--- config.mk ---
export PLATFORM = sky130hd
export DESIGN_NAME = regfile_seq
export DESIGN_NICKNAME = d
export VERILOG_FILES = /design/src/rtl/regfile_seq.sv
export SDC_FILE = /design/constraint.sdc
export NUM_CORES = 1
export LEC_CHECK = 0
export CORE_MARGIN = 2
export CORE_UTILIZATION = 35
export DETAILED_ROUTE_END_ITERATION = 8
export PLACE_DENSITY = 0.76
export SYNTH_ARGS = -nofsm -noshare
export SYNTH_HDL_FRONTEND = slang
export SYNTH_SLANG_ARGS = --single-unit
--- constraint.sdc ---
create_clock -name APB_PCLK -period 3.5 [get_ports APB_PCLK]
set_clock_uncertainty 0.1 [all_clocks]
set_input_delay 0.7 -clock APB_PCLK [delete_from_list [all_inputs] [get_ports APB_PCLK]]
set_output_delay 0.7 -clock APB_PCLK [all_outputs]
set_load 0.02 [all_outputs]
--- src/rtl/regfile_seq.sv ---
// regfile_seq: buffers writebacks in a 2-entry FIFO and sequences exclusive read/write strobes to the register file
module regfile_seq #(
    parameter int WB_DEPTH = 2
) (
    input  logic        APB_PCLK,
    input  logic        reset,
    input  logic        rd_req_valid,
    output logic        rd_req_ready,
    input  logic [4:0]  rd_ra0,
    input  logic [4:0]  rd_ra1,
    output logic        rd_rsp_valid,
    output logic [31:0] rd_rs0,
    output logic [31:0] rd_rs1,
    input  logic        wb_valid,
    output logic        wb_ready,
    input  logic [4:0]  wb_addr,
    input  logic [31:0] wb_data,
    output logic [4:0]  rf_wa,
    output logic [31:0] rf_rd0,
    output logic [4:0]  rf_ra0,
    output logic [4:0]  rf_ra1,
    output logic        rf_write_reg,
    output logic        rf_read_reg,
    input  logic [31:0] rf_rs0,
    input  logic [31:0] rf_rs1,
    output logic        busy
);
    logic [4:0]  fa [2];
    logic [31:0] fd [2];
    logic        hd;
    logic [1:0]  count;
    logic        enq, pop, blocked;

    function automatic logic hit(input logic [4:0] a, input logic [4:0] e0, input logic [4:0] e1,
                                 input logic [4:0] w, input logic v0, input logic v1, input logic vw);
        return a != 5'd0 && ((v0 && a == e0) || (v1 && a == e1) || (vw && a == w));
    endfunction

    assign wb_ready     = count != 2'(WB_DEPTH);
    assign busy         = count != 2'd0;
    assign rf_wa        = fa[hd];
    assign rf_rd0       = fd[hd];
    assign rf_ra0       = rd_ra0;
    assign rf_ra1       = rd_ra1;
    assign rd_rs0       = rf_rs0;
    assign rd_rs1       = rf_rs1;
    assign rd_req_ready = rf_read_reg;

    always_comb begin
        enq          = wb_valid && wb_ready && wb_addr != 5'd0;
        blocked      = rd_req_valid &&
                       (hit(rd_ra0, fa[hd], fa[~hd], wb_addr, busy, !wb_ready, enq) ||
                        hit(rd_ra1, fa[hd], fa[~hd], wb_addr, busy, !wb_ready, enq));
        pop          = !reset && busy && (!wb_ready || blocked || !rd_req_valid);
        rf_write_reg = pop;
        rf_read_reg  = !reset && rd_req_valid && !pop && !blocked;
    end

    always_ff @(posedge APB_PCLK) begin
        if (reset) begin
            count        <= 2'd0;
            hd           <= 1'b0;
            rd_rsp_valid <= 1'b0;
        end else begin
            count        <= count + 2'(enq) - 2'(pop);
            hd           <= hd ^ pop;
            rd_rsp_valid <= rf_read_reg;
        end
    end

    // Tail slot is head offset by occupancy; a full FIFO never enqueues.
    always_ff @(posedge APB_PCLK) begin
        if (enq) begin
            fa[hd ^ count[0]] <= wb_addr;
            fd[hd ^ count[0]] <= wb_data;
        end
    end
endmodule

==> results of run 1 <==
[power by group]
part / internal [mW] / switching [mW]
Sequential: 1.34 / 0.0930
Combinational: 0.884 / 0.921
Clock: 0.405 / 0.320
Total: 2.63 / 1.33
[what timing repair did]
| action | in CTS | in global routing |
|---|---|---|
| setup buffers | 3 | 4 |
| pin swaps | 6 | 8 |
| resized for setup | 26 | 17 |
| endpoints found under the setup margin | 4 | 4 |
[layer usage]
layer	share of wire [%]	up-vias	wire length, um	GRT usage [%]
li1	-	1051	-	-
met1	31	1124	3260	16.0
met2	53	147	5500	28.7
met3	12	26	1280	7.82
met4	4.1	0	424	8.23
met5	0	-	0	0
[flip-flops by register name, indices dropped and copies added (netlist names)]
name	count
fa	10
count	2
hd	1
fd	64
rd_rsp_valid	1
[critical path: stages]
cell and delay [ps]:
clkdlybuf4s50_1 440, or4_4 500, o211ai_1 230, o21bai_4 170, nand4_1 220, nor3b_4 240
buf_6 150
[worst paths after layout]
| kind | from | end | depth (start not counted) |
|---|---|---|---|
| setup / recovery | wb_addr[2] | rf_write_reg | 7 |
| hold / removal | count[1] | count[1] | 2 |
| setup reg to reg | hd | count[1] | 15 |
| hold reg to reg | count[1] | count[1] | 2 |
[cell usage in the layout, fill, tap and decap left out, types with 2 or more instances in the layout]
cell type,Yosys,final
edfxtp_1,74,74
clkbuf_8,0,9
mux2i_1,5,5
buf_2,0,2
buf_4,75,43
xnor2_1,14,14
xor2_1,14,14
or4_4,1,3
nand3_1,2,2
or3_1,2,2
nor2_2,0,2
nor4_4,0,2
inv_1,7,7
dfxtp_1,4,3
bufinv_16,0,2
nor2_1,8,4
or4_1,4,2
a31oi_1,2,2
ha_1,2,2
clkdlybuf4s50_1,0,88
mux2i_2,5,5
nor2_4,0,2
dlymetal6s2s_1,0,5
mux2_2,32,32
dlygate4sd2_1,0,6
nand4_1,3,3
nand2b_1,2,2
clkbuf_1,3,2
[cell usage after synthesis, types with 3 or more instances]
| cell | instances | area [um2] |
|---|---|---|
| buf_4 | 75 | 563 |
| edfxtp_1 | 74 | 2220 |
| mux2_2 | 32 | 360 |
| xnor2_1 | 14 | 123 |
| xor2_1 | 14 | 123 |
| nor2_1 | 8 | 30.0 |
| inv_1 | 7 | 26.3 |
| mux2i_1 | 5 | 50.1 |
| mux2i_2 | 5 | 68.8 |
| dfxtp_1 | 4 | 80.1 |
| or4_1 | 4 | 30.0 |
| clkbuf_1 | 3 | 11.3 |
| nand4_1 | 3 | 18.8 |
| nor4_1 | 3 | 18.8 |
[final cells by class]
class | instances | area (um2)
clock buffers | 11 | 131
clock inverters | 5 | 82.6
fillers | 956 | 5710
inverters | 7 | 26.3
multi-input cells | 108 | 1060
flip-flops and latches | 78 | 2310
well taps | 140 | 175
repair buffers | 146 | 1350
[through the flow]
| stage | power [mW] | cell area, um2 | instances | hold WS (ps) |
|---|---|---|---|---|
| floorplan | 2.53 | 3900 | 273 | 407 |
| finish | 3.97 | 5130 | 495 | 484 |
| global route | 4.17 | 5130 | 495 | 510 |
| CTS | 3.98 | 5030 | 491 | 481 |
| global placement | 3.19 | 4790 | 472 | 430 |
| detailed placement | 3.22 | 4790 | 472 | 458 |
[kinds of logic (layout without fill, tap and decap cells)]
family	count (synthesis)	after routing	synth area share, %
buffers and inverters	87	169	16.0
xor gates and xnor gates	28	28	6.29
adders and majority gates	2	2	0.642
and+or+nand+nor	30	30	4.59
muxes	42	42	12.3
AOI/OAI and AO/OA	6	6	1.09
DFF	78	78	59.1
==> impl_metrics.yaml, run 1 <==
final_layout:
  nNetsFinal: 467
  syn_to_final_growth_pct: 31.7
  drive_gt1_share_pct: 31.3
  antenna_cells: 0
  utilization_pct: 47.3
detailed_routing:
  drt_iter0_markers: 121
  wire_per_inst_um: 21.1
  drc: 0
  dr_total_vias: 2348
  firstDrtPassIters: 4
  vias_per_cell: 4.74
  ant_nets: 0
  drt-total-wl_um: 10500
placement:
  globalplace.congestion: 0.992
  io_buffer_count: 103
  dp_slack_ps: -580
  dp.final_hpwl_um: 7970
worst_setup_path:
  critPathRequiredTime_ps: 2700
  critPathKind: "in -> out"
  cp_data_arrival_time_ps: 2650
  rrSetupSlack_ps: 220
  worstSetupEndpointType: "output port"
  path_max_fanout: 3
  cp-start-kind: "input pin"
clock_tree:
  clockBufferDepth: 2
  cts_tree: "done"
  clk_pin_slew_ps: 90
  cts-root-buf: "clkbuf_8"
  htreeDepth: 3
  insertion_delay_ps: 340
  cts_made_buffers: 9
  clkSinkCount: 78
  cts_hold_buf: 0
outcome:
  outcome: "finished clean"
timing:
  report.final.slew_viol_count: 0
  setup_viol: 0
  fmax_ghz: 0.290
  slew_headroom_pct: 65.4
  period_needed_ps: 3450
  final.setup.tns_ps: 0
  finalCritPeriodShare_pct: 98.7
  tightest_slew_ps: 519
  finalHoldViolations: 0
  worst_slack_ps: 46.9
die:
  rows: 38
  die_h_um: 110
  die_w_um: 110
  pin_count: 232
  dieArea_mm2: 0.0120
  initial_core_util_pct: 35.9
  coreArea_mm2: 0.0108
global_route:
  antenna_found_initial: 0
  grt_max_degree: 38
  overflow: 0
  grt_pass1_wl_um: 14000
  grt_pass1_vias: 2430
  track_usage_pct: 16.3
run:
  drv_cap: 0
yosys:
  synth-main-ff-cell: "edfxtp_1"
  syn_area_mm2: 0.00390
  async_flop_share_pct: 0
  ys_seq_area_share_pct: 59.1
  yosysWarningCount: 0
  ys_types: 29
  syn_avg_cell_area_um2: 14.3
  synth_edf_count: 74
  synth_seq_cells: 78
  syn_nets: 390
  netlist_instances: 273
hold_path:
  hold_class: "reg -> reg"
power_and_ir_drop:
  powerDensity_mw_per_mm2: 773
  vdd_drop_max_mv: 0.355
  p_leak_nw: 1.88
Note: power is estimated with default switching activity, not from simulation.
==> run 2, diff against run 1 <==
--- a/config.mk
+++ b/config.mk
@@ -6,9 +6,9 @@
 export NUM_CORES = 1
 export LEC_CHECK = 0
 export CORE_MARGIN = 2
-export CORE_UTILIZATION = 35
+export CORE_UTILIZATION = 38
 export DETAILED_ROUTE_END_ITERATION = 8
-export PLACE_DENSITY = 0.76
+export PLACE_DENSITY = 0.83
 export SYNTH_ARGS = -nofsm -noshare
 export SYNTH_HDL_FRONTEND = slang
 export SYNTH_SLANG_ARGS = --single-unit
==> run 2 against run 1 <==
Effect of this change: register-to-register slack gained 20 ps; highest routed layer unchanged; routed wire length shrank 0.22%; via count rose by 4.4%; non-clock buffer count is 19 higher; sequential power about the same; the run now ends with negative setup slack left; largest power group unchanged.
==> impl_metrics.yaml, run 2 (synthesis gave the netlist of run 1 again) <==
final_layout:
  final_common_cell: "clkdlybuf4s50_1"
  nNetsFinal: 486
  largest_register_ffs: 64
  syn_to_final_growth_pct: 35.3
  layout_common_cells: "clkdlybuf4s50_1 (86), edfxtp_1 (74), buf_4 (60)"
  drive_gt1_share_pct: 35.3
  antenna_cells: 0
run:
  drv_cap: 0
placement:
  dp.final_hpwl_um: 7390
  io_buffer_count: 103
  globalplace.congestion: 0.845
worst_setup_path:
  cp_data_arrival_time_ps: 3640
  worstSetupEndpointType: "flop"
  critPathKind: "in -> reg"
  path_max_fanout: 5
  cp-start-kind: "input pin"
  critPathRequiredTime_ps: 3630
timing:
  period_needed_ps: 3510
  slew_headroom_pct: 71.6
  finalHoldViolations: 0
  worst_slack_ps: -12.8
  finalCritPeriodShare_pct: 100
  report.final.slew_viol_count: 0
  setup_viol: 1
  final.setup.tns_ps: -12.8
  fmax_ghz: 0.285
  tightest_slew_ps: 425
clock_tree:
  cts-root-buf: "clkbuf_8"
  htreeDepth: 3
  insertion_delay_ps: 340
  cts_tree: "done"
  cts_hold_buf: 0
  clk_pin_slew_ps: 80
  clockBufferDepth: 2
  clkSinkCount: 78
  cts_made_buffers: 9
die:
  pin_count: 232
  dieArea_mm2: 0.0111
  rows: 36
  coreArea_mm2: 0.00986
  die_h_um: 105
  initial_core_util_pct: 39.5
  die_w_um: 105
detailed_routing:
  vias_per_cell: 4.83
  dr_total_vias: 2451
  drt-total-wl_um: 10400
  drc: 0
  ant_nets: 0
  drt_iter0_markers: 92
  firstDrtPassIters: 4
  wire_per_inst_um: 20.6
global_route:
  track_usage_pct: 18.0
  grt_max_degree: 25
  antenna_found_initial: 0
  grt_pass1_vias: 2662
  grt_pass1_wl_um: 14900
  overflow: 0
outcome:
  outcome: "finished, violations left"
  violations: "negative setup slack"
power_and_ir_drop:
  powerDensity_mw_per_mm2: 769
  power_mw: 4.05
  p_leak_nw: 1.98
  vdd_drop_max_mv: 0.387
hold_path:
  hold_class: "reg -> reg"
==> run 2: cell type report <==
class                           count  area (um2)
Timing Repair Buffer              165        1510
Tap cell                          133         166
Clock buffer                       11         131
Clock inverter                      5        83.8
Inverter                            7        26.3
Multi-Input combinational cell    108        1050
Sequential cell                    78        2300
Fill cell                         791        4590
==> run 2: final timing paths <==
check             startpoint       end  slack (ps)  cells after the start
hold / removal      count[1]  count[1]         490                      2
setup / recovery   rd_ra0[1]        hd         -10                     18
hold reg to reg     count[1]  count[1]         490                      2
setup reg to reg          hd        hd         240                     19
==> run 2: metrics by stage <==
stage / hold WS, ps / utilization (%) / std cells / instance area [um2] / setup WS, ps
floorplan: 407 / - / 273 / 3900 / 184
global placement: 424 / 48.5 / 463 / 4780 / -511
detailed placement: 447 / 48.5 / 463 / 4780 / -651
CTS: 469 / 52.8 / 506 / 5210 / 19.6
global route: 535 / 53.4 / 507 / 5270 / -78.1
finish: 485 / 53.4 / 507 / 5270 / -12.8
==> run 2: repair_timing <==
action                                 4_1_cts  5_1_grt
buffers inserted                            27        1
gates resized for setup                     29       17
setup endpoints to repair                    4        5
endpoints found under the hold margin        0        0
pin swaps                                    6       10
==> run 2: power breakdown <==
group / switching (mW) / internal (mW) / leakage [nW]
logic: 0.972 / 0.938 / 1.16
registers: 0.0756 / 1.34 / 0.725
clock network: 0.325 / 0.404 / 0.0998
==> run 2: worst max-delay path, stage by stage <==
cell and delay (ps):
dlygate4sd2_1 310, buf_4 160, xnor2_1 150, nand3_1 120, nor4_2 350, o21bai_2 140, buf_4 150, buf_4 120
buf_4 120, buf_4 120, buf_4 120, buf_4 120, buf_4 120, buf_4 120, buf_4 130, buf_4 130
and4_4 130, or3_1 330
==> run 2: per-layer routing <==
layer / wire length [um] / GRT usage (%)
met1: 3370 / 16.7
met2: 5860 / 34.4
met4: 256 / 7.71
met5: 0 / 0
met3: 947 / 7.17
